<file path="src/rtl/riscv_core_reorder_buffer.sv">
// riscv_core_reorder_buffer
//   Reorder buffer for the dual-issue, in-order-commit core. Allocates up to
//   two entries per cycle in program order, accepts out-of-order result
//   writeback from pipelines A and B, and retires up to two completed entries
//   per cycle in order.
//
// Ports
//   clk, reset              clock, synchronous active-high reset
//   rob_alloc_*             issue-side allocation (req/wen/waddr for ir0, ir1),
//                           rdy and the slots handed back to issue
//   rob_fill_*_A / _B       writeback from pipelines A and B (slot + data)
//   rob_commit_wen/slot_k   retiring entries, to the scoreboard
//   rob_commit_rf_*_k       register-file write ports for retiring entries
//   rob_count               occupied entries
module riscv_core_reorder_buffer #(
    parameter int ENTRIES = 32,
    parameter int SLOT_W  = 5,
    parameter int DATA_W  = 32
) (
    input  logic              clk,
    input  logic              reset,

    input  logic              rob_alloc_req_0,
    input  logic              rob_alloc_wen_0,
    input  logic [4:0]        rob_alloc_waddr_0,
    input  logic              rob_alloc_req_1,
    input  logic              rob_alloc_wen_1,
    input  logic [4:0]        rob_alloc_waddr_1,
    output logic              rob_alloc_rdy,
    output logic [SLOT_W-1:0] rob_alloc_slot_0,
    output logic [SLOT_W-1:0] rob_alloc_slot_1,

    input  logic              rob_fill_wen_A,
    input  logic [SLOT_W-1:0] rob_fill_slot_A,
    input  logic [DATA_W-1:0] rob_fill_data_A,
    input  logic              rob_fill_wen_B,
    input  logic [SLOT_W-1:0] rob_fill_slot_B,
    input  logic [DATA_W-1:0] rob_fill_data_B,

    output logic              rob_commit_wen_1,
    output logic [SLOT_W-1:0] rob_commit_slot_1,
    output logic              rob_commit_wen_2,
    output logic [SLOT_W-1:0] rob_commit_slot_2,
    output logic              rob_commit_rf_wen_1,
    output logic [4:0]        rob_commit_rf_waddr_1,
    output logic [DATA_W-1:0] rob_commit_rf_wdata_1,
    output logic              rob_commit_rf_wen_2,
    output logic [4:0]        rob_commit_rf_waddr_2,
    output logic [DATA_W-1:0] rob_commit_rf_wdata_2,

    output logic [SLOT_W:0]   rob_count
);

    logic [SLOT_W-1:0] head, tail, head_p1;
    logic [SLOT_W:0]   count;

    // valid is the only per-entry bit that needs reset; the payload is
    // always qualified by valid before it is used.
    logic [ENTRIES-1:0] valid;
    logic [ENTRIES-1:0] pending;
    logic [ENTRIES-1:0] rf_wen;
    logic [4:0]         rf_waddr [ENTRIES];
    logic [DATA_W-1:0]  data     [ENTRIES];

    logic              do_alloc_0, do_alloc_1;
    logic              fill_a_ok, fill_b_ok;
    logic [SLOT_W:0]   n_alloc, n_commit;

    assign head_p1 = head + SLOT_W'(1);

    // Space check uses registered count only, so a commit in the same
    // cycle never frees room for an allocation.
    assign rob_alloc_rdy    = (count <= (SLOT_W+1)'(ENTRIES - 2));
    assign rob_alloc_slot_0 = tail;
    assign rob_alloc_slot_1 = rob_alloc_req_0 ? tail + SLOT_W'(1) : tail;

    assign do_alloc_0 = rob_alloc_rdy & rob_alloc_req_0;
    assign do_alloc_1 = rob_alloc_rdy & rob_alloc_req_1;

    // Writebacks to entries that are not live (e.g. stale after a flush)
    // are dropped.
    assign fill_a_ok = rob_fill_wen_A & valid[rob_fill_slot_A];
    assign fill_b_ok = rob_fill_wen_B & valid[rob_fill_slot_B];

    assign rob_commit_wen_1  = valid[head] & ~pending[head];
    assign rob_commit_wen_2  = rob_commit_wen_1 & valid[head_p1] & ~pending[head_p1];
    assign rob_commit_slot_1 = head;
    assign rob_commit_slot_2 = head_p1;

    assign rob_commit_rf_wen_1   = rob_commit_wen_1 & rf_wen[head];
    assign rob_commit_rf_waddr_1 = rf_waddr[head];
    assign rob_commit_rf_wdata_1 = data[head];
    assign rob_commit_rf_wen_2   = rob_commit_wen_2 & rf_wen[head_p1];
    assign rob_commit_rf_waddr_2 = rf_waddr[head_p1];
    assign rob_commit_rf_wdata_2 = data[head_p1];

    assign n_alloc  = (SLOT_W+1)'(do_alloc_0) + (SLOT_W+1)'(do_alloc_1);
    assign n_commit = (SLOT_W+1)'(rob_commit_wen_1) + (SLOT_W+1)'(rob_commit_wen_2);

    assign rob_count = count;

    // Pointers, occupancy and entry validity.
    always_ff @(posedge clk) begin
        if (reset) begin
            head  <= '0;
            tail  <= '0;
            count <= '0;
            valid <= '0;
        end else begin
            if (rob_commit_wen_1) valid[head]    <= 1'b0;
            if (rob_commit_wen_2) valid[head_p1] <= 1'b0;
            // Allocated slots are always free (rdy guarantees two), so they
            // never collide with the retiring slots above.
            if (do_alloc_0) valid[rob_alloc_slot_0] <= 1'b1;
            if (do_alloc_1) valid[rob_alloc_slot_1] <= 1'b1;
            head  <= head + n_commit[SLOT_W-1:0];
            tail  <= tail + n_alloc[SLOT_W-1:0];
            count <= count + n_alloc - n_commit;
        end
    end

    // Entry payload. A fill only ever targets a live entry and an alloc only
    // a free one, so the two never write the same slot in one cycle.
    always_ff @(posedge clk) begin
        if (do_alloc_0) begin
            pending[rob_alloc_slot_0]  <= 1'b1;
            rf_wen[rob_alloc_slot_0]   <= rob_alloc_wen_0;
            rf_waddr[rob_alloc_slot_0] <= rob_alloc_waddr_0;
        end
        if (do_alloc_1) begin
            pending[rob_alloc_slot_1]  <= 1'b1;
            rf_wen[rob_alloc_slot_1]   <= rob_alloc_wen_1;
            rf_waddr[rob_alloc_slot_1] <= rob_alloc_waddr_1;
        end
        // B first so that A takes priority on a same-slot collision.
        if (fill_b_ok) begin
            pending[rob_fill_slot_B] <= 1'b0;
            data[rob_fill_slot_B]    <= rob_fill_data_B;
        end
        if (fill_a_ok) begin
            pending[rob_fill_slot_A] <= 1'b0;
            data[rob_fill_slot_A]    <= rob_fill_data_A;
        end
    end

endmodule

</file>
<file path="config.mk">
export PLATFORM = sky130hd
export DESIGN_NAME = riscv_core_reorder_buffer
export DESIGN_NICKNAME = d
export VERILOG_FILES = /design/src/rtl/riscv_core_reorder_buffer.sv
export SDC_FILE = /design/constraint.sdc
export NUM_CORES = 2
export LEC_CHECK = 0
export CAP_MARGIN = 20
export CORE_MARGIN = 4
export CORE_UTILIZATION = 30
export DETAILED_ROUTE_END_ITERATION = 8
export PLACE_DENSITY_LB_ADDON = 0.25
export SETUP_SLACK_MARGIN = 0.1
export SLEW_MARGIN = 20
export SYNTH_ARGS = -nofsm -noshare
export SYNTH_HDL_FRONTEND = slang
export SYNTH_SLANG_ARGS = --single-unit
export TNS_END_PERCENT = 5
</file>
<file path="constraint.sdc">
create_clock -name clk -period 14.3 [get_ports clk]
set_input_delay 2.86 -clock clk [delete_from_list [all_inputs] [get_ports clk]]
set_output_delay 2.86 -clock clk [all_outputs]
set_load 0.02 [all_outputs]
</file>
==> summary.md <==
| Metric | Value |
|---|---|
| R2r setup slk | 6.91 ns |
| Final period util | 0.664 |
| Setup crit end kind | output pin |
| Post-synthesis mux area share | 0.395 |
| Clock network power share | 0.434 |
| Leakage power | 27.4 nW |
| Worst-margin pin slew | 1.19 ns |
| CP startpoint kind | flip-flop |
| Avg Inst Size Synth | 15.9 um2 |
| Clock buffer depth | 3 |
| Post-CTS Resized | 0 |
| Post-CTS setup buffer count | 0 |
| CTS Sinks | 1296 |
| Reg power frac | 0.474 |
| Iteration-0 DRC Markers | 6888 |
| Max capacitance violation total | 0 |
| Syn nets | 4999 |
| Most Frequent Cell on Critical Path | buf_4 |
| Gate power share | 0.092 |
| Die height | 517 um |
| Worst R2R Start | rob_commit_slot_1[1]$_SDFF_PP0_ |
| Synthesized area | 77700 um2 |
| Synth top area share | 0.458 |
| Worst r2r dst | rob_count[5]$_SDFF_PP0_ |
| Largest area contributor in the synthesized netlist | edfxtp_1 |
| Worst path bufs/invs | 4 |
| Part of the Yosys area used for sequential elements | 0.487 |
| Largest net degree at the start of global routing | 138 |
| Crit. Startpoint | rob_commit_slot_1[1]$_SDFF_PP0_ |
| CTS tree | yes |
| Cell chosen for the clock root | clkbuf_16 |
| Dpl ws | 5.72 ns |
| H-Tree Depth | 4 |
| Worst Slack Setup Final | 4.81 ns |
| Remaining Overflow, GRT | 0 |
| Max Fclk | 105 MHz |
| Cells after Synth | 4881 |
| Synthesis-stage register bit count | 1296 |
| Vias/cell | 6.11 |
| Primary FF master, synth | edfxtp_1 |
| Num CTS Buffers | 152 |
| Post-Layout Cell Count | 8296 |
| Power Density | 103 nW/um2 |
| Initial Util | 0.302 |
| Largest family of logic cells by synthesized area | multiplexers |
| Hold_ws | 0.515 ns |
| GR Util met3 | 0.0467 |
| Synth unique cells | 83 |
| Most Used Layer, Global Route | met2 |
| Crit path max-delay cell type | buf_4 |
| P_int | 0.00671 W |
| Simple-gate share of the synthesized area | 0.0339 |
| Slew headroom | 0.204 |
| Placer Congestion | 0.845 |
| Die width | 517 um |
| Reg2Reg Depth | 19 |
| Cts hold-fix bufs | 0 |
| Post-synthesis xor/xnor area fraction | 0.00169 |
| Ratio of cells with drive above 1 in the final layout | 0.497 |
| Max FO, Critical Path | 62 |
| I/O Buffers | 196 |
| Maximum VDD drop | 124 uV |
| Routed WL | 309000 um |
| Net Sw Frac | 0.254 |
| Post-DP HPWL | 174000 um |
| Vias in the first global route | 49400 |
| Outcome | finished clean |
| Adder-Cell Fraction of Synth Area | 0.00458 |
| CP Cell Sequence | inv_1, ha_4, buf_4, buf_4, o32ai_1, mux4_2, o21a_1, o21ai_0, a21boi_0, clkdlybuf4s50_1 |
| Req. time, crit path | 11.44 ns |
| Worst Hold Launch | pending[30]$_DFF_P_ |
| Final setup viols | 0 |
| CP max stage delay | 0.97 ns |
| Routed WL per cell | 37.3 um |
| Post-synth top cells | 1184 x edfxtp_1, 1017 x mux2_2, 705 x mux4_2 |
| Layout net count | 4890 |
| WS Path Type | reg2out |
| Routed vias | 50700 |
| I/O Pins | 197 |
| Post-synth EDFFs | 1184 |
| Compound-Gate Fraction of Synth Area | 0.0358 |
| Worst-path clk slew | 0.06 ns |
| Final max-slew violation count | 0 |
| Site Rows | 186 |
| Setup Total Neg Slack | 0 ns |
| P_sw | 0.00228 W |
| Worst Hold Endpoint | pending[30]$_DFF_P_ |
| Worst hold path depth | 2 |
| Clk_lat worst skew | 0.84 ns |
| Initial antenna violation count | 44 |
| RSZ-0062 raised after global routing | no |
| WP data arrival | 6.63 ns |
| Largest cells by area after synthesis | edfxtp_1 46%, mux4_2 20%, mux2_2 15% |
| Family with the most delay on the worst path | buffers and inverters |
| Met1 global-route usage | 0.315 |
| Area grow syn2layout | 12.2% |
| Min Tclk post-route | 9.49 ns |
| First-pass GRT wire length | 424000 um |
| Die area | 267000 um2 |
| Placeable Area | 257000 um2 |
| Final Hold Fails | 0 |
| Yosys warns | 0 |
| DR pass1 iterations | 5 |
| Placed insts | 8002 |
| GRT Total Usage | 0.226 |
| Met2 Use GR | 0.351 |
| Asr flop ratio synth | 0 |
| DRC | 0 |
| Layout Skew | 0.0617 ns |
| Final ANT Viol Nets | 0 |
| Top-count cell post-synth | edfxtp_1 |
| Fillers | 24600 |
| Hold Path Class | reg2reg |
sequential cells by signal, indices dropped and copies added, names as in the netlist:
signal / cells
rob_commit_slot_1: 5
rf_waddr: 160
data: 1024
valid: 32
rf_wen: 32
rob_count: 6
rob_alloc_slot_0: 5
pending: 32
tightest hold or removal path, stage by stage (launching register included):
cell and delay (ns):
dfxtp_1 0.32, nor2_1 0.10, nor2_1 0.05
logic make-up (layout without fill, tap and decap cells):
group | count (synthesis) | after routing
buffers and inverters | 661 | 678
DFF | 1296 | 1296
other | 0 | 14
muxes | 1962 | 1962
xor gates and xnor gates | 15 | 15
AOI/OAI and AO/OA | 394 | 394
and+or+nand+nor | 527 | 527
adders and majority gates | 26 | 26
worst max-delay path by stage:
stage,endpoint,cells past startpoint
6_report,rob_commit_wen_2,10
2_1_floorplan,rob_commit_rf_wen_2,15
4_1_cts,rob_commit_rf_wdata_1[11],8
5_1_grt,rob_commit_rf_wdata_1[11],8
3_3_place_gp,rob_commit_rf_wdata_1[12],8
3_5_place_dp,rob_commit_rf_wdata_1[11],8
power by group through the flow:
stage	logic (W)	clock network [W]	registers (W)
6_report	0.000831	0.00390	0.00426
5_1_grt	0.000886	0.00412	0.00427
4_1_cts	0.000838	0.00396	0.00426
3_5_place_dp	0.000834	0	0.00434
3_3_place_gp	0.000826	0	0.00434
2_1_floorplan	0.000537	0	0.00433
per-stage QoR:
stage / power, W / area [um2] / utilization
floorplan: 0.00487 / 77700 / -
global placement: 0.00517 / 82500 / 0.321
detailed placement: 0.00517 / 82400 / 0.321
CTS: 0.00906 / 87300 / 0.339
global route: 0.00927 / 87100 / 0.339
finish: 0.00900 / 87100 / 0.339
cell type report:
class	count	area [um2]	area share
flip-flops and latches	1296	37800	0.434
multi-input cells	2924	37200	0.426
well taps	3384	4230	0.0486
clock buffers	201	4090	0.0469
repair buffers	340	2800	0.0322
clock inverters	79	795	0.00912
inverters	58	228	0.00261
diodes	14	35.0	0.000402
cell usage in the layout (no fill, tap or decap), drive strengths merged, types with 7 or more instances in the layout:
cell type      count
o221a             21
mux4             713
or3               12
or2               18
nand4             38
diode             14
edfxtp          1184
dfxtp            112
a22oi            135
clkinv            66
nor2b              9
and2               8
nand2b             9
clkbuf           201
nand3b             7
mux2i             64
nand3             20
o32ai             18
buf              202
o21ai             90
xor2               9
inv               64
o22ai             27
o221ai             8
clkdlybuf4s50    138
a21oi             29
nor3              22
ha                22
nor2             129
nand2            223
mux2            1185
o21a               7
routing by layer:
layer,share of wire,vias to the layer above
met4,0.038,26
met5,0.00049,-
li1,-,19600
met3,0.091,554
met1,0.42,27400
met2,0.46,3024
(Power assumes the default switching activity.)
